**src/rtl/clock_div_controller.sv**
```systemverilog
// Clock divider controller: IDLE/RUN/DRAIN sequencing of a programmable
// period counter, one-cycle TICK per period, registered divided clock and a
// one-entry ratio update slot that only takes effect at a period boundary.
// Optional burst mode (fixed number of TICKs per START) is enabled by
// defining CLOCK_DIV_CONTROLLER_BURST_EN.
module clock_div_controller #(
    parameter int WIDTH       = 16,
    parameter int DEFAULT_DIV = 25
) (
    input  logic             input_clk_i,
    input  logic             rst_i,
    input  logic             start_i,
    input  logic             stop_i,
    input  logic             cfg_valid_i,
    input  logic [WIDTH-1:0] cfg_div_i,
`ifdef CLOCK_DIV_CONTROLLER_BURST_EN
    input  logic [7:0]       burst_len_i,
    output logic             burst_done_o,
`endif
    output logic             cfg_ready_o,
    output logic             cfg_err_o,
    output logic             tick_o,
    output logic             output_clk_o,
    output logic             busy_o
);

    typedef enum logic [1:0] {IDLE, RUN, DRAIN} state_t;

    localparam logic [WIDTH-1:0] DIV_RST = WIDTH'(DEFAULT_DIV);

    state_t           state_q, state_d;
    logic [WIDTH-1:0] cnt_q, cnt_d;
    logic [WIDTH-1:0] div_a_q, div_a_d;
    logic             pend_v_q, pend_v_d;
    logic [WIDTH-1:0] pend_d_q, pend_d_d;
    logic             cfg_err_q, cfg_err_d;
    logic             out_clk_q, out_clk_d;

    logic busy;
    logic boundary;
    logic xfer;
    logic cfg_bad;
    logic burst_hit;

`ifdef CLOCK_DIV_CONTROLLER_BURST_EN
    logic [7:0] burst_len_q, burst_len_d;
    logic [7:0] burst_cnt_q, burst_cnt_d;
`endif

    // Decode of the current period position and the config handshake.
    always_comb begin
        busy     = (state_q != IDLE);
        boundary = busy && (cnt_q == div_a_q - WIDTH'(1));
        xfer     = cfg_valid_i && !pend_v_q;
        cfg_bad  = (cfg_div_i < WIDTH'(2));
`ifdef CLOCK_DIV_CONTROLLER_BURST_EN
        burst_hit = boundary && (burst_len_q != 8'd0) &&
                    (burst_cnt_q == burst_len_q - 8'd1);
`else
        burst_hit = 1'b0;
`endif
    end

    // Next-state logic for sequencing, period counter and ratio slot.
    always_comb begin
        state_d   = state_q;
        cnt_d     = cnt_q;
        div_a_d   = div_a_q;
        pend_v_d  = pend_v_q;
        pend_d_d  = pend_d_q;
        cfg_err_d = xfer && cfg_bad;
        out_clk_d = 1'b0;
`ifdef CLOCK_DIV_CONTROLLER_BURST_EN
        burst_len_d = burst_len_q;
        burst_cnt_d = burst_cnt_q;
`endif
        case (state_q)
            IDLE: begin
                // STOP wins over START so a simultaneous pair is a no-op.
                if (start_i && !stop_i) begin
                    state_d = RUN;
                    cnt_d   = '0;
`ifdef CLOCK_DIV_CONTROLLER_BURST_EN
                    burst_len_d = burst_len_i;
                    burst_cnt_d = 8'd0;
`endif
                end
            end
            RUN, DRAIN: begin
                // Divided clock lags the counter by one cycle.
                out_clk_d = (cnt_q < (div_a_q >> 1));
                if (boundary) begin
                    cnt_d = '0;
                    if (pend_v_q) begin
                        div_a_d  = pend_d_q;
                        pend_v_d = 1'b0;
                    end
`ifdef CLOCK_DIV_CONTROLLER_BURST_EN
                    burst_cnt_d = burst_cnt_q + 8'd1;
`endif
                    if (state_q == DRAIN || stop_i || burst_hit) begin
                        state_d = IDLE;
                    end
                end else begin
                    cnt_d = cnt_q + WIDTH'(1);
                    if (state_q == RUN && stop_i) begin
                        state_d = DRAIN;
                    end
                end
            end
            default: state_d = IDLE;
        endcase
        // A pending slot only exists while running; in IDLE the ratio is live at once.
        if (xfer && !cfg_bad) begin
            if (state_q == IDLE) begin
                div_a_d = cfg_div_i;
            end else begin
                pend_v_d = 1'b1;
                pend_d_d = cfg_div_i;
            end
        end
    end

    // State registers; reset abandons any period in flight and the pending ratio.
    always_ff @(posedge input_clk_i or posedge rst_i) begin
        if (rst_i) begin
            state_q   <= IDLE;
            cnt_q     <= '0;
            div_a_q   <= DIV_RST;
            pend_v_q  <= 1'b0;
            pend_d_q  <= '0;
            cfg_err_q <= 1'b0;
            out_clk_q <= 1'b0;
`ifdef CLOCK_DIV_CONTROLLER_BURST_EN
            burst_len_q <= 8'd0;
            burst_cnt_q <= 8'd0;
`endif
        end else begin
            state_q   <= state_d;
            cnt_q     <= cnt_d;
            div_a_q   <= div_a_d;
            pend_v_q  <= pend_v_d;
            pend_d_q  <= pend_d_d;
            cfg_err_q <= cfg_err_d;
            out_clk_q <= out_clk_d;
`ifdef CLOCK_DIV_CONTROLLER_BURST_EN
            burst_len_q <= burst_len_d;
            burst_cnt_q <= burst_cnt_d;
`endif
        end
    end

    assign tick_o       = boundary;
    assign busy_o       = busy;
    assign cfg_ready_o  = !pend_v_q;
    assign cfg_err_o    = cfg_err_q;
    assign output_clk_o = out_clk_q;
`ifdef CLOCK_DIV_CONTROLLER_BURST_EN
    assign burst_done_o = burst_hit;
`endif

endmodule

```
**config.mk**
```make
export PLATFORM = sky130hd
export DESIGN_NAME = clock_div_controller
export DESIGN_NICKNAME = d
export VERILOG_FILES = /design/src/rtl/clock_div_controller.sv
export SDC_FILE = /design/constraint.sdc
export NUM_CORES = 1
export LEC_CHECK = 0
export ABC_AREA = 1
export BUFFER_PORTS_ARGS = -buffer_cell sky130_fd_sc_hd__buf_4
export CORE_ASPECT_RATIO = 0.75
export CORE_MARGIN = 5
export CORE_UTILIZATION = 30
export DETAILED_ROUTE_END_ITERATION = 16
export PLACE_DENSITY = 0.42
export SLEW_MARGIN = 5
export SYNTH_ARGS = -nofsm -noshare
export SYNTH_HDL_FRONTEND = slang
export SYNTH_SLANG_ARGS = --single-unit
export TNS_END_PERCENT = 50
```
**constraint.sdc**
```tcl
create_clock -name input_clk_i -period 4 [get_ports input_clk_i]
set_input_delay 0.8 -clock input_clk_i [delete_from_list [all_inputs] [get_ports input_clk_i]]
set_output_delay 0.8 -clock input_clk_i [all_outputs]
set_load 0.005 [all_outputs]
```
After elaboration in Yosys (flattened, before gate mapping)

Cells that the tools add are included.

Register bits: 53
Latch bits: 0
Memory bits (writable): 0
Memory bits (read-only): 0
Input bits: 21
Output and inout bits: 5
Word-level logic and storage cells: 53
Memories kept: 0

$add $sub $neg: 2
Multipliers: 0
Divide/modulo/power cells: 0
Order comparisons: 2
Equal/unequal tests: 6
Shift operators: 0
Multiplexer cells: 18
Bitwise operators: 1
Reduce and logical (&&, ||, !) cells: 17

Operator list:

| operator                                             | number |
|---|---|
| two-way mux 16 bit                                   | 7 |
| one-hot mux 16 bit (2 select lines)                  | 1 |
| adder 16 x 1 -> 16 bit (second input constant)       | 1 |
| == test 16 bit                                       | 1 |
| < comparator 16 x 15 -> 1 bit                        | 1 |
| < comparator 16 x 2 -> 1 bit (second input constant) | 1 |
| subtractor 16 x 1 -> 16 bit (second input constant)  | 1 |
| two-way mux 2 bit                                    | 4 |
| logical AND 1 bit                                    | 6 |
| inequality test 3 bit (second input constant)        | 2 |
| two-way mux 1 bit                                    | 5 |
| one-hot mux 2 bit (2 select lines)                   | 1 |
| AND reduction 2 bit                                  | 2 |
| nonzero test 2 bit                                   | 2 |
| logical NOT 1 bit                                    | 3 |
| AND reduction 3 bit                                  | 1 |
| == test 2 x 1 -> 1 bit (second input constant)       | 1 |
| == test 2 bit (second input constant)                | 1 |
| logical NOT 2 bit                                    | 1 |
| inequality test 2 bit (second input constant)        | 1 |
| OR reduction 2 bit                                   | 1 |
| logical OR 1 bit                                     | 1 |
| NOT 1 bit                                            | 1 |

Logic depth before layout (Yosys ltp)

Word-level depth: 7
Mapped depth: 16

Worst setup path before layout

OpenSTA, ideal clock, no wires.

Path type: in2out
Start point: input div_a_q[0]
End point: output tick_o
Arrival time: 1,879 ps
Required time: 3,200 ps
Path slack: 1,321 ps
Stages on the path: 11
Buffers on the path: 1
Cell sequence: dfstp_2 > inv_1 > ha_1 > a21oi_1 > nand3_1 > nor2_1 > nand2_1 > nor2_2 > nand3_4 > nor3_4 > buf_6

Cells in the longest elaborated chain, start to end: 3

RTL lines:

| what                        | RTL line | RTL |
|---|---|---|
| from (decl)                 | 33       | `logic [WIDTH-1:0] div_a_q, div_a_d;` |
| subtractor 16 x 1 -> 16 bit | 53       | `boundary = busy && (cnt_q == div_a_q - WIDTH'(1));` |
| == test 16 bit              | 53       |  |
| logical AND 1 bit           | 53       |  |
| to (decl)                   | 22       | `output logic tick_o,` |

No other way between the ends.

Worst setup path in the final report

Same ends and word-level chain as after synthesis.

==> impl_metrics.env <==
export IMPL_status="complete, no violations"
export IMPL_finalClockSkew_ns=0.00399
export IMPL_cts_tree="built"
export IMPL_avgSynthCellArea_um2=7.20
export IMPL_track_usage=0.143
export IMPL_port_buffers=25
export IMPL_maxSlewViolCount=0
export IMPL_path_class="reg -> out"
export IMPL_hold_class="reg -> reg"
export IMPL_power_density_nw_per_um2=354
export IMPL_clock_latency_ns=0.29
export IMPL_p_seq_frac=0.396
export IMPL_ys_seq_area_frac=0.361
export IMPL_synth_edf_count=0
export IMPL_dieArea_um2=14600
export IMPL_setup_slack_ns=0.856
export IMPL_route_detailed_drc=0
export IMPL_final_setup_viol_count=0
export IMPL_dp_slack_ns=1.18
export IMPL_ctsHtreeMaxLevel=2
export IMPL_grt_pass1_vias=3330
export IMPL_power_combinational_fraction=0.303
export IMPL_hold_viol=0
export IMPL_grt_pass1_wl_um=16600
export IMPL_period_needed_ns=3.14
export IMPL_dp_cells=695
export IMPL_ys_ff_latch=53
export IMPL_yosysWarnings=0
export IMPL_worst_slew_pin_slew_ns=0.894
export IMPL_path_clk_slew_ns=0.07
export IMPL_grt_remaining_overflow=0
export IMPL_cap_violations=0
export IMPL_fin_setup_tns_ns=0
export IMPL_drt_wl_total_um=9800
export IMPL_end_kind="output pin"
export IMPL_ant_nets=0
export IMPL_drive_gt1_frac=0.119
export IMPL_rows=35
export IMPL_relSlewSlack=0.404
export IMPL_crit_arrival_ns=2.34
export IMPL_area_growth_syn_to_layout_pct=13.7
export IMPL_start_util=0.303
export IMPL_dr_pass1_iters=4
export IMPL_die_x_um=138
export IMPL_viasPerCell=4.61
export IMPL_drt_iter0_markers=147
export IMPL_required_ns=3.20
export IMPL_clock_path_buffers=2
export IMPL_synthCells=512
export IMPL_diodes=0
export IMPL_rsz0062_at_grt="false"
export IMPL_grt_max_degree=36
export IMPL_async_flop_share=1.00
export IMPL_synth_ff_type="dfrtp_1"
export IMPL_p_sw_frac=0.380
export IMPL_clkPwrFrac=0.301
export IMPL_worstPathMaxFanout=5
export IMPL_hold_buffers=0
export IMPL_cts_setup_buffers=0
export IMPL_stdcell_count=703
export IMPL_clock_sinks=53
export IMPL_total_power_uw=1480
export IMPL_synth_distinct_cells=35
export IMPL_numCtsBuffers=5
export IMPL_intPower_uw=920
export IMPL_syn_num_nets=553
export IMPL_die_y_um=106
export IMPL_num_vias=3240
export IMPL_min_period_over_period=0.786
export IMPL_gp_congestion=0.860
export IMPL_ios=26
export IMPL_wl_per_cell_um=13.9
export IMPL_max_freq_mhz=318
export IMPL_synth_area_um2=3680
export IMPL_p_leak_uw=0.00228
export IMPL_utilization=0.344
export IMPL_layout_nets=577
export IMPL_antenna_found_initial=0
export IMPL_cts_resized=0
export IMPL_core_area_um2=12200
export IMPL_power_switching_uw=564
export IMPL_peakVddDrop_uv=294
export IMPL_critPathLaunchType="register"
export IMPL_cts_root_buf="clkbuf_16"
export IMPL_detailed_place_hpwl_um=7870
## cell usage after synthesis (2+ instances only)
master | instances | area share
o21ai_0 | 7 | 0.0095
clkbuf_1 | 6 | 0.0061
inv_2 | 3 | 0.0031
buf_2 | 5 | 0.0068
nor4_1 | 3 | 0.0051
nor2_2 | 8 | 0.014
xnor2_1 | 4 | 0.0095
ha_1 | 20 | 0.068
dfrtp_1 | 50 | 0.34
nor2_4 | 3 | 0.0092
nand2_1 | 142 | 0.14
buf_6 | 3 | 0.0092
nand4_1 | 23 | 0.039
o211ai_1 | 2 | 0.0041
a21oi_1 | 38 | 0.052
inv_1 | 70 | 0.071
nand3_1 | 34 | 0.046
dfstp_2 | 3 | 0.021
nor3_1 | 8 | 0.011
nand2_2 | 3 | 0.0051
nand3b_1 | 3 | 0.0061
nor2_1 | 46 | 0.047
xor2_1 | 16 | 0.038
## sequential cells by signal (all words and copies together) (netlist names)
signal and cells:
output_clk_o 1, cfg_err_o 1, pend_v_q 1, state_q 2
pend_d_q 16, div_a_q 16, cnt_q 16
## cell type report
| cell class | instances | area [um2] |
|---|---|---|
| well taps | 166 | 208 |
| multi-input cells | 371 | 2000 |
| flip-flops and latches | 53 | 1330 |
| clock inverters | 2 | 15.0 |
| clock buffers | 6 | 129 |
| inverters | 74 | 278 |
| repair buffers | 31 | 233 |
| fillers | 1348 | 7990 |
## worst max-delay path: stages, from the launching register on
cell and delay [ns]:
dfstp_2 0.54, inv_1 0.08, ha_1 0.28, inv_1 0.09
nand2_1 0.05, nand3_1 0.08, nand2_1 0.06, nor2_1 0.15
nand2_1 0.09, nor2_2 0.17, nand3_4 0.11, nor3_4 0.19
buf_4 0.15
## worst paths after layout
kind / startpoint / end / slack [ns] / cells after the start
worst min-delay path: pend_d_q[15] / pend_d_q[15] / 0.52 / 2
min in group asynchronous: rst_i / pend_d_q[13] / 0.64 / 2
worst max register to register: div_a_q[0] / div_a_q[15] / 1.42 / 15
worst max-delay path: div_a_q[0] / tick_o / 0.86 / 12
max in group asynchronous: rst_i / state_q[0] / 2.60 / 3
worst min register to register: pend_d_q[15] / pend_d_q[15] / 0.52 / 2
## through the flow
stage / hold WS, ns / instance area [um2]
2_1_floorplan: 0.481 / 3680
3_3_place_gp: 0.499 / 4040
5_1_grt: 0.528 / 4190
4_1_cts: 0.521 / 4190
6_report: 0.520 / 4190
3_5_place_dp: 0.510 / 4040
## kinds of logic after synthesis
family	synth area share
xor+xnor	0.0475
compound gates	0.0747
buf+inv	0.0974
simple gates	0.351
fa+ha+maj	0.0679
flops	0.361
## per-layer routing
layer,vias to the layer above,wire length [um],track usage
met5,-,0,0
met4,0,100,0.0303
met3,8,348,0.0270
met2,56,4230,0.221
met1,1489,5120,0.208
li1,1687,-,-
## cell usage in the layout, fill, tap and decap left out
cell | synthesis | layout
a2111oi_0 | 1 | 1
a21boi_0 | 1 | 1
a21oi_1 | 38 | 38
buf_4 | 0 | 31
clkbuf_1 | 6 | 1
clkbuf_16 | 0 | 5
clkinv_1 | 1 | 1
clkinvlp_4 | 0 | 2
dfrtp_1 | 50 | 50
dfstp_2 | 3 | 3
ha_1 | 20 | 20
inv_1 | 70 | 69
inv_2 | 3 | 4
nand2_1 | 142 | 142
nand2_2 | 3 | 3
nand3_1 | 34 | 34
nand3_2 | 1 | 1
nand3_4 | 1 | 1
nand3b_1 | 3 | 3
nand3b_4 | 1 | 1
nand4_1 | 23 | 23
nand4_4 | 1 | 1
nor2_1 | 46 | 46
nor2_2 | 8 | 8
nor2_4 | 3 | 3
nor3_1 | 8 | 8
nor3_4 | 1 | 1
nor4_1 | 3 | 3
o211ai_1 | 2 | 2
o21ai_0 | 7 | 7
o21ai_1 | 1 | 1
o22ai_1 | 1 | 1
o31ai_1 | 1 | 1
or2_1 | 1 | 1
xnor2_1 | 4 | 4
xor2_1 | 16 | 16
## power by group through the flow
stage                     logic [uW]  registers [uW]  clock network [uW]
after floorplan                  311             593                   0
after global placement           440             600                   0
after detailed placement         444             600                   0
after CTS                        446             589                 463
after global routing             501             594                 484
final                            449             588                 447
No activity file was read; power rests on OpenSTA's default activity.
